<file path="src/rtl/scr1_tapc_sync.sv">
// JTAG TAP controller, fully synchronous to TCK (clk).
// Runs the 1149.1 state machine and holds the IR, BYPASS and IDCODE registers.
// Decodes the RISC-V DTM instructions (DTMCS, DMI) into chain strobes for the DMI block.
// Muxes the DTM chain tdo onto the external tdo.
module scr1_tapc_sync #(
  parameter int          IR_WIDTH     = 5,
  parameter logic [31:0] IDCODE_VALUE = 32'hDEB11001,
  parameter int          CH_ID_WIDTH  = 2
) (
  input  logic                   clk,
  input  logic                   rst,
  input  logic                   tms,
  input  logic                   tdi,
  output logic                   tdo,
  output logic                   tdo_en,
  output logic                   dtm_ch_sel,
  output logic [CH_ID_WIDTH-1:0] dtm_ch_id,
  output logic                   dtm_ch_capture,
  output logic                   dtm_ch_shift,
  output logic                   dtm_ch_update,
  output logic                   dtm_ch_tdi,
  input  logic                   dtm_ch_tdo
);

  // TAP states
  localparam logic [3:0] TLR    = 4'd0;
  localparam logic [3:0] RTI    = 4'd1;
  localparam logic [3:0] SEL_DR = 4'd2;
  localparam logic [3:0] CAP_DR = 4'd3;
  localparam logic [3:0] SH_DR  = 4'd4;
  localparam logic [3:0] EX1_DR = 4'd5;
  localparam logic [3:0] PAU_DR = 4'd6;
  localparam logic [3:0] EX2_DR = 4'd7;
  localparam logic [3:0] UPD_DR = 4'd8;
  localparam logic [3:0] SEL_IR = 4'd9;
  localparam logic [3:0] CAP_IR = 4'd10;
  localparam logic [3:0] SH_IR  = 4'd11;
  localparam logic [3:0] EX1_IR = 4'd12;
  localparam logic [3:0] PAU_IR = 4'd13;
  localparam logic [3:0] EX2_IR = 4'd14;
  localparam logic [3:0] UPD_IR = 4'd15;

  // Instruction codes
  localparam logic [IR_WIDTH-1:0] IR_IDCODE = IR_WIDTH'('h01);
  localparam logic [IR_WIDTH-1:0] IR_DTMCS  = IR_WIDTH'('h10);
  localparam logic [IR_WIDTH-1:0] IR_DMI    = IR_WIDTH'('h11);

  logic [3:0]          state;
  logic [3:0]          state_next;
  logic [IR_WIDTH-1:0] ir;
  logic [IR_WIDTH-1:0] ir_shift;
  logic                bypass;
  logic [31:0]         idcode_shift;

  logic is_idcode;
  logic is_dtmcs;
  logic is_dmi;

  assign is_idcode = (ir == IR_IDCODE);
  assign is_dtmcs  = (ir == IR_DTMCS);
  assign is_dmi    = (ir == IR_DMI);

  // Standard 1149.1 next-state function on tms
  always_comb begin
    // NOTE: default first so every path assigns state_next and no latch is inferred.
    state_next = state;
    case (state)
      TLR:    state_next = tms ? TLR    : RTI;
      RTI:    state_next = tms ? SEL_DR : RTI;
      SEL_DR: state_next = tms ? SEL_IR : CAP_DR;
      CAP_DR: state_next = tms ? EX1_DR : SH_DR;
      SH_DR:  state_next = tms ? EX1_DR : SH_DR;
      EX1_DR: state_next = tms ? UPD_DR : PAU_DR;
      PAU_DR: state_next = tms ? EX2_DR : PAU_DR;
      EX2_DR: state_next = tms ? UPD_DR : SH_DR;
      UPD_DR: state_next = tms ? SEL_DR : RTI;
      SEL_IR: state_next = tms ? TLR    : CAP_IR;
      CAP_IR: state_next = tms ? EX1_IR : SH_IR;
      SH_IR:  state_next = tms ? EX1_IR : SH_IR;
      EX1_IR: state_next = tms ? UPD_IR : PAU_IR;
      PAU_IR: state_next = tms ? EX2_IR : PAU_IR;
      EX2_IR: state_next = tms ? UPD_IR : SH_IR;
      UPD_IR: state_next = tms ? SEL_DR : RTI;
      default: state_next = TLR;
    endcase
  end

  // State register
  always_ff @(posedge clk) begin
    // NOTE: non-blocking assignments keep every flop sampling pre-edge values.
    if (rst) state <= TLR;
    else     state <= state_next;
  end

  // Instruction register path; TLR holds IR at IDCODE for as long as it is occupied
  always_ff @(posedge clk) begin
    if (rst) begin
      ir_shift <= '0;
      ir       <= IR_IDCODE;
    end else begin
      if (state == CAP_IR)     ir_shift <= IR_WIDTH'(1);
      else if (state == SH_IR) ir_shift <= {tdi, ir_shift[IR_WIDTH-1:1]};

      if (state == TLR)         ir <= IR_IDCODE;
      else if (state == UPD_IR) ir <= ir_shift;
    end
  end

  // Internal data registers; only the IR-selected one captures or shifts
  always_ff @(posedge clk) begin
    if (rst) begin
      bypass       <= 1'b0;
      idcode_shift <= IDCODE_VALUE;
    end else if (is_idcode) begin
      if (state == CAP_DR)     idcode_shift <= IDCODE_VALUE;
      else if (state == SH_DR) idcode_shift <= {tdi, idcode_shift[31:1]};
    end else if (!is_dtmcs && !is_dmi) begin
      if (state == CAP_DR)     bypass <= 1'b0;
      else if (state == SH_DR) bypass <= tdi;
    end
  end

  // Chain select follows IR, so it only moves on UPD_IR exit or reset/TLR
  always_comb begin
    dtm_ch_sel = is_dtmcs | is_dmi;
    dtm_ch_id  = '0;
    if (is_dtmcs)    dtm_ch_id = CH_ID_WIDTH'(1);
    else if (is_dmi) dtm_ch_id = CH_ID_WIDTH'(2);
  end

  assign dtm_ch_capture = (state == CAP_DR) & dtm_ch_sel;
  assign dtm_ch_shift   = (state == SH_DR)  & dtm_ch_sel;
  assign dtm_ch_update  = (state == UPD_DR) & dtm_ch_sel;
  assign dtm_ch_tdi     = tdi;
  assign tdo_en         = (state == SH_IR) | (state == SH_DR);

  // tdo mux, purely from registered values so it settles well before the next edge
  always_comb begin
    tdo = 1'b0;
    if (state == SH_IR) begin
      tdo = ir_shift[0];
    end else if (state == SH_DR) begin
      if (dtm_ch_sel)     tdo = dtm_ch_tdo;
      else if (is_idcode) tdo = idcode_shift[0];
      else                tdo = bypass;
    end
  end

endmodule

</file>
<file path="config.mk">
export PLATFORM = sky130hd
export DESIGN_NAME = scr1_tapc_sync
export DESIGN_NICKNAME = d
export VERILOG_FILES = /design/src/rtl/scr1_tapc_sync.sv
export SDC_FILE = /design/constraint.sdc
export NUM_CORES = 1
export LEC_CHECK = 0
export BUFFER_PORTS_ARGS = -buffer_cell sky130_fd_sc_hd__buf_4
export CORE_ASPECT_RATIO = 0.5
export CORE_MARGIN = 5
export CORE_UTILIZATION = 35
export CTS_CLUSTER_DIAMETER = 60
export DETAILED_ROUTE_END_ITERATION = 16
export PLACE_DENSITY = 0.51
export SLEW_MARGIN = 20
export SYNTH_ARGS = -nofsm -noshare
export SYNTH_HDL_FRONTEND = slang
export SYNTH_SLANG_ARGS = --single-unit
</file>
<file path="constraint.sdc">
create_clock -name clk -period 2.5 [get_ports clk]
set_clock_uncertainty 0.05 [all_clocks]
set_input_delay 0.75 -clock clk [delete_from_list [all_inputs] [get_ports clk]]
set_output_delay 0.75 -clock clk [all_outputs]
set_load 0.02 [all_outputs]
</file>
==> metrics.txt, run 1 <==
Worst Setup Start Kind flop; Final ANT Viol Nets 0; status completed; vias in the first global route 1,790; port bufs 13; Cell Area, Synth 2190 um2; clk slew on worst S/H paths 60 ps; Pins Over Slew Limit 0; crit path DAT 1620 ps; Yosys top cell by area dfxtp_1; Die W 122 um; Setup CP Type reg2out; DRC viols 0; area grow syn2layout 15.7%; hold-critical path depth 2; peak supply drop 0.265 mV; Slew @ Worst Pin 814 ps; Die H around 66 um; Logic pwr share 0.112; Min Clock Period, post-route around 2400 ps; total wire length slightly below 5 mm; Power Internal 1270 uW; vias 1,927; Worst path depth 3; io pins 14; post-DR wirelength/cell 13.7 um; critical path capture point type output pin; main area contributors after synthesis dfxtp_1 43%, mux2i_1 5.5%, a21oi_1 5.0%; TritonRoute pass-1 iters 4; YS warnings 0; slowest stage cell on the critical path or4b_4; endpoints failing setup 0; CTS root buffer clkbuf_16; Worst Hold Class reg2reg; grt total ovfl 0; Crit path max-delay family simple AND/OR/NAND/NOR gates; NumNets Final ~280; clk buf depth 2; Sequential Power Share 0.469; vias per cell 5.37; Tot GR Track Use 0.132; Max FO, Critical Path 4; Synth Instances 263; Clk network pwr share 0.419; largest net degree at the start of global routing 43; std cell rows 20; routability cong. 0.751; RSZ-0062 raised after global routing true; FF+latch count, synth between 40 and 50; Die ar. ~8000 um2; starting density of the core 0.361; H-tree depth 2; cell leakage power 0.000863 uW; first-pass GRT wire length 8.38 mm; Max-Slew Margin vs Limit 0.450; ys async rst share 0; Critical path buffers and inverters 1; Final Hold Fails 0; share of the synthesized area in the top cell type 0.430; initial drt markers roughly 130; CTS tree yes; most used flip-flop cell after synthesis dfxtp_1; CTS buffer count 5; Synth Net Count 268; placed instance area roughly 2300 um2; total power per unit cell area 660 nW/um2; sw frac 0.242; hold_buf cts 0; Syn Area/Cell 8.31 um2; CP Data Required Time 1700 ps; Sw Pwr between 400 and 500 uW; ant diodes 0; EDFF count, synth 0; Final HPWL DP roughly 3.2 mm; post-synthesis sequential area ratio 0.430; Tcrit/Tclk final 0.969; fraction of layout cells with a size suffix above 1 0.162; crit-path max cell delay 580 ps; number of max-cap violations 0; most common cell after layout, fill and taps aside dfxtp_1; Core ar. 6060 um2; CTS sink cnt 47; worst skew pair latency 280 ps; post-route cell area 2530 um2; Power Total 1670 uW; commonest non-fill, non-tap cells in the layout 46 x dfxtp_1, 27 x buf_4, 23 x nor2_1; Cell variety after synth 45; fmax 413 MHz; initial antenna violation count 0; r2r worst-path depth 4; critical path cell sequence or4b_4, nor4_2, buf_4
## stage by stage
| step | util | cells | hold slack, ps | TNS (ps) | setup slack (ps) |
|---|---|---|---|---|---|
| after floorplan | - | 263 | 377 | -84.4 | -46.6 |
| after global placement | 0.386 | 350 | 391 | 0 | 154 |
| after detailed placement | 0.386 | 350 | 393 | 0 | 134 |
| after CTS | 0.413 | 358 | 404 | 0 | 1.65 |
| after global routing | 0.418 | 359 | 427 | -0.583 | -0.583 |
| final | 0.418 | 359 | 402 | 0 | 76.6 |
## final timing paths
check	from	endpoint	slack [ps]
worst max-delay path	ir[3]	dtm_ch_update	80
worst min-delay path	ir_shift[1]	ir_shift[1]	400
worst max register to register	ir[1]	idcode_shift[7]	570
worst min register to register	ir_shift[1]	ir_shift[1]	400
## registers in the layout (all words and copies together) (netlist names)
register      cells
bypass            1
idcode_shift     32
ir                5
state             4
ir_shift          5
## cell families (layout without fill, tap and decap cells)
group | Yosys count | count (layout) | share of synthesized area
compound gates | 70 | 70 | 0.185
xor+xnor | 1 | 1 | 0.00401
buf+inv | 34 | 42 | 0.0818
flops | 47 | 47 | 0.430
mux | 12 | 12 | 0.0550
simple gates | 99 | 99 | 0.243
## synthesized netlist by cell type (2+ instances only)
cell,n
nor2_1,24
a211oi_1,6
nand3_1,7
inv_1,6
nand2_1,18
nand4_1,12
o21a_1,2
a2111oi_0,2
mux2i_1,12
nor3_1,11
and3_1,2
dfxtp_1,47
nor4_1,2
o21ai_1,8
nor2b_1,2
a21oi_1,22
o21ai_0,19
or4_1,8
a31oi_1,4
buf_6,3
buf_2,10
buf_4,4
clkbuf_1,8
nand2b_1,3
## final cells by class
class | instances | area, um2
fillers | 618 | 3530
multi-input cells | 182 | 1090
well taps | 88 | 110
repair buffers | 27 | 203
inverters | 7 | 26.3
clock inverters | 1 | 7.51
flip-flops and latches | 47 | 942
clock buffers | 7 | 153
## power by group through the flow
stage / sequential (uW) / clock, uW / combinational (uW)
after floorplan: 799 / 0 / 144
after global placement: 799 / 0 / 183
after detailed placement: 800 / 0 / 186
after CTS: 783 / 720 / 186
after global routing: 786 / 757 / 208
final: 784 / 699 / 187
## tightest hold or removal path: stages (launching register included)
cell     delay (ps)
dfxtp_1         310
nand2_1          50
a21oi_1          50
## layer usage
| layer | global-route usage | part of all wire | vias to the layer above |
|---|---|---|---|
| li1 | - | - | 975 |
| met1 | 0.167 | 0.50 | 894 |
| met2 | 0.214 | 0.44 | 50 |
| met3 | 0.0368 | 0.045 | 8 |
| met4 | 0.0559 | 0.015 | 0 |
| met5 | 0 | 0 | - |
## repair_timing
action | 4_1_cts | 5_1_grt
setup buffers | 0 | 1
pin swaps | 0 | 2
cloned | 0 | 0
setup endpoints to repair | 3 | 2
hold endpoints to repair | 0 | 0
resized for setup | 1 | 5
(Power assumes the default switching activity.)
==> inputs of run 2 (changes only) <==
--- a/config.mk
+++ b/config.mk
@@ -12,6 +12,7 @@
 export CTS_CLUSTER_DIAMETER = 60
 export DETAILED_ROUTE_END_ITERATION = 16
 export PLACE_DENSITY = 0.51
+export REMOVE_ABC_BUFFERS = 1
 export SLEW_MARGIN = 20
 export SYNTH_ARGS = -nofsm -noshare
 export SYNTH_HDL_FRONTEND = slang
==> metrics.txt, run 2 (synthesis gave the netlist of run 1 again) <==
status completed; commonest non-fill, non-tap cells in the layout 45 x dfxtp_1, 24 x buf_4, 23 x nor2_1; starting density of the core 0.361; worst skew pair latency 280 ps; fmax just over 400 MHz; Tcrit/Tclk final 0.969; CP Data Required Time 1700 ps; area grow syn2layout 16.0%; ant diodes 0; endpoints failing setup 0; post-DR wirelength/cell 14.0 um; total power per unit cell area 690 nW/um2; most common cell after layout, fill and taps aside dfxtp_1; crit path DAT 1620 ps; vias a little under 2k; crit-path max cell delay 580 ps; Final ANT Viol Nets 0; Tot GR Track Use 0.131; clk slew on worst S/H paths 60 ps; hold-critical path depth 2; Post-Place Setup Slack 122 ps; Setup CP Type reg2out; cell leakage power between 0.0008 and 0.0009 uW; CTS buffer count 5; Final Hold Fails 0; routability cong. 0.790; filler cell count just over 600; Slew @ Worst Pin ~820 ps; most used cell, CP buf_4; placed instance area about 2300 um2; hold_buf cts 0; vias in the first global route 1,776; initial antenna violation count 0; area occupied by multi-input gates roughly 1100 um2; CTS sink cnt 47; io pins 14; Max FO, Critical Path 3; largest net degree at the start of global routing 43; fraction of layout cells with a size suffix above 1 0.157; initial drt markers 185; TritonRoute pass-1 iters 4; Final HPWL DP roughly 3.1 mm; first-pass GRT wire length 8.51 mm; critical path capture point type output pin; Min Clock Period, post-route 2420 ps; slowest stage cell on the critical path or4b_4; critical path cell sequence or4b_4, buf_4, nor2_1, buf_4; peak supply drop 0.317 mV; number of max-cap violations 0; max reg flops 32; total wire length 4.99 mm; Pins Over Slew Limit 0; CTS root buffer clkbuf_16; r2r worst-path depth 4; Die ar. between 8000 and 9000 um2; Top reg by flops idcode_shift; Die W 122 um; Worst Hold Class reg2reg; area occupied by registers 943 um2; vias per cell 5.41; CTS tree yes; grt total ovfl 0; clk buf depth 2; NumNets Final about 270; RSZ-0062 raised after global routing false; Die H 65.9 um; H-tree depth 2; Final WS setup 77.4 ps; Core ar. 6060 um2; biggest regs idcode_shift (32), ir (5), ir_shift (5); post-route cell area between 2000 and 3000 um2; Worst Setup Start Kind flop; port bufs 13; std cell rows 20; DRC viols 0; Max-Slew Margin vs Limit 0.443
[run 2: critical path: cells and delay by family, from the launching register on]
kind                   cells  cell delay [ps]
AND/OR/NAND/NOR            2              680
flip-flops                 1              340
buffers and inverters      2              320
[run 2: worst paths after layout]
check | to | slack (ps) | start
worst min register to register | idcode_shift[8] | 400 | idcode_shift[8]
worst max-delay path | dtm_ch_capture | 80 | ir[3]
worst min-delay path | idcode_shift[8] | 400 | idcode_shift[8]
worst max register to register | idcode_shift[2] | 680 | state[3]
[run 2: through the flow]
step / power, uW / hold WS (ps) / instances / setup TNS [ps] / utilization
final: 1750 / 398 / 356 / 0 / 0.419
after global routing: 1830 / 421 / 356 / 0 / 0.419
after CTS: 1770 / 404 / 355 / 0 / 0.412
after detailed placement: 980 / 393 / 347 / 0 / 0.382
after global placement: 976 / 391 / 347 / 0 / 0.382
after floorplan: 909 / 376 / 236 / -84.4 / -
[run 2: power breakdown]
part           switching, uW  internal [uW]  total, uW
combinational            121           62.4        183
clock                    282            503        785
sequential              10.1            773        783
[run 2: per-layer routing]
layer,GRT usage,vias up,part of all wire
met5,0,-,0
li1,-,957,-
met1,0.170,938,0.49
met3,0.0368,2,0.031
met4,0.0251,0,0.0060
met2,0.220,29,0.47
[run 2: repair_timing]
action	CTS	global route
resized for setup	1	8
buffers inserted	0	1
pin swaps	0	2
setup endpoints to repair	3	2
[run 2: final cells by class]
class                      count  share of cell area
clock inverter                 2              0.0153
inverter                       7              0.0104
clock buffer                   6              0.0548
sequential                    47               0.372
tap                           88              0.0434
timing repair buffer          24              0.0710
multi-input combinational    182               0.433
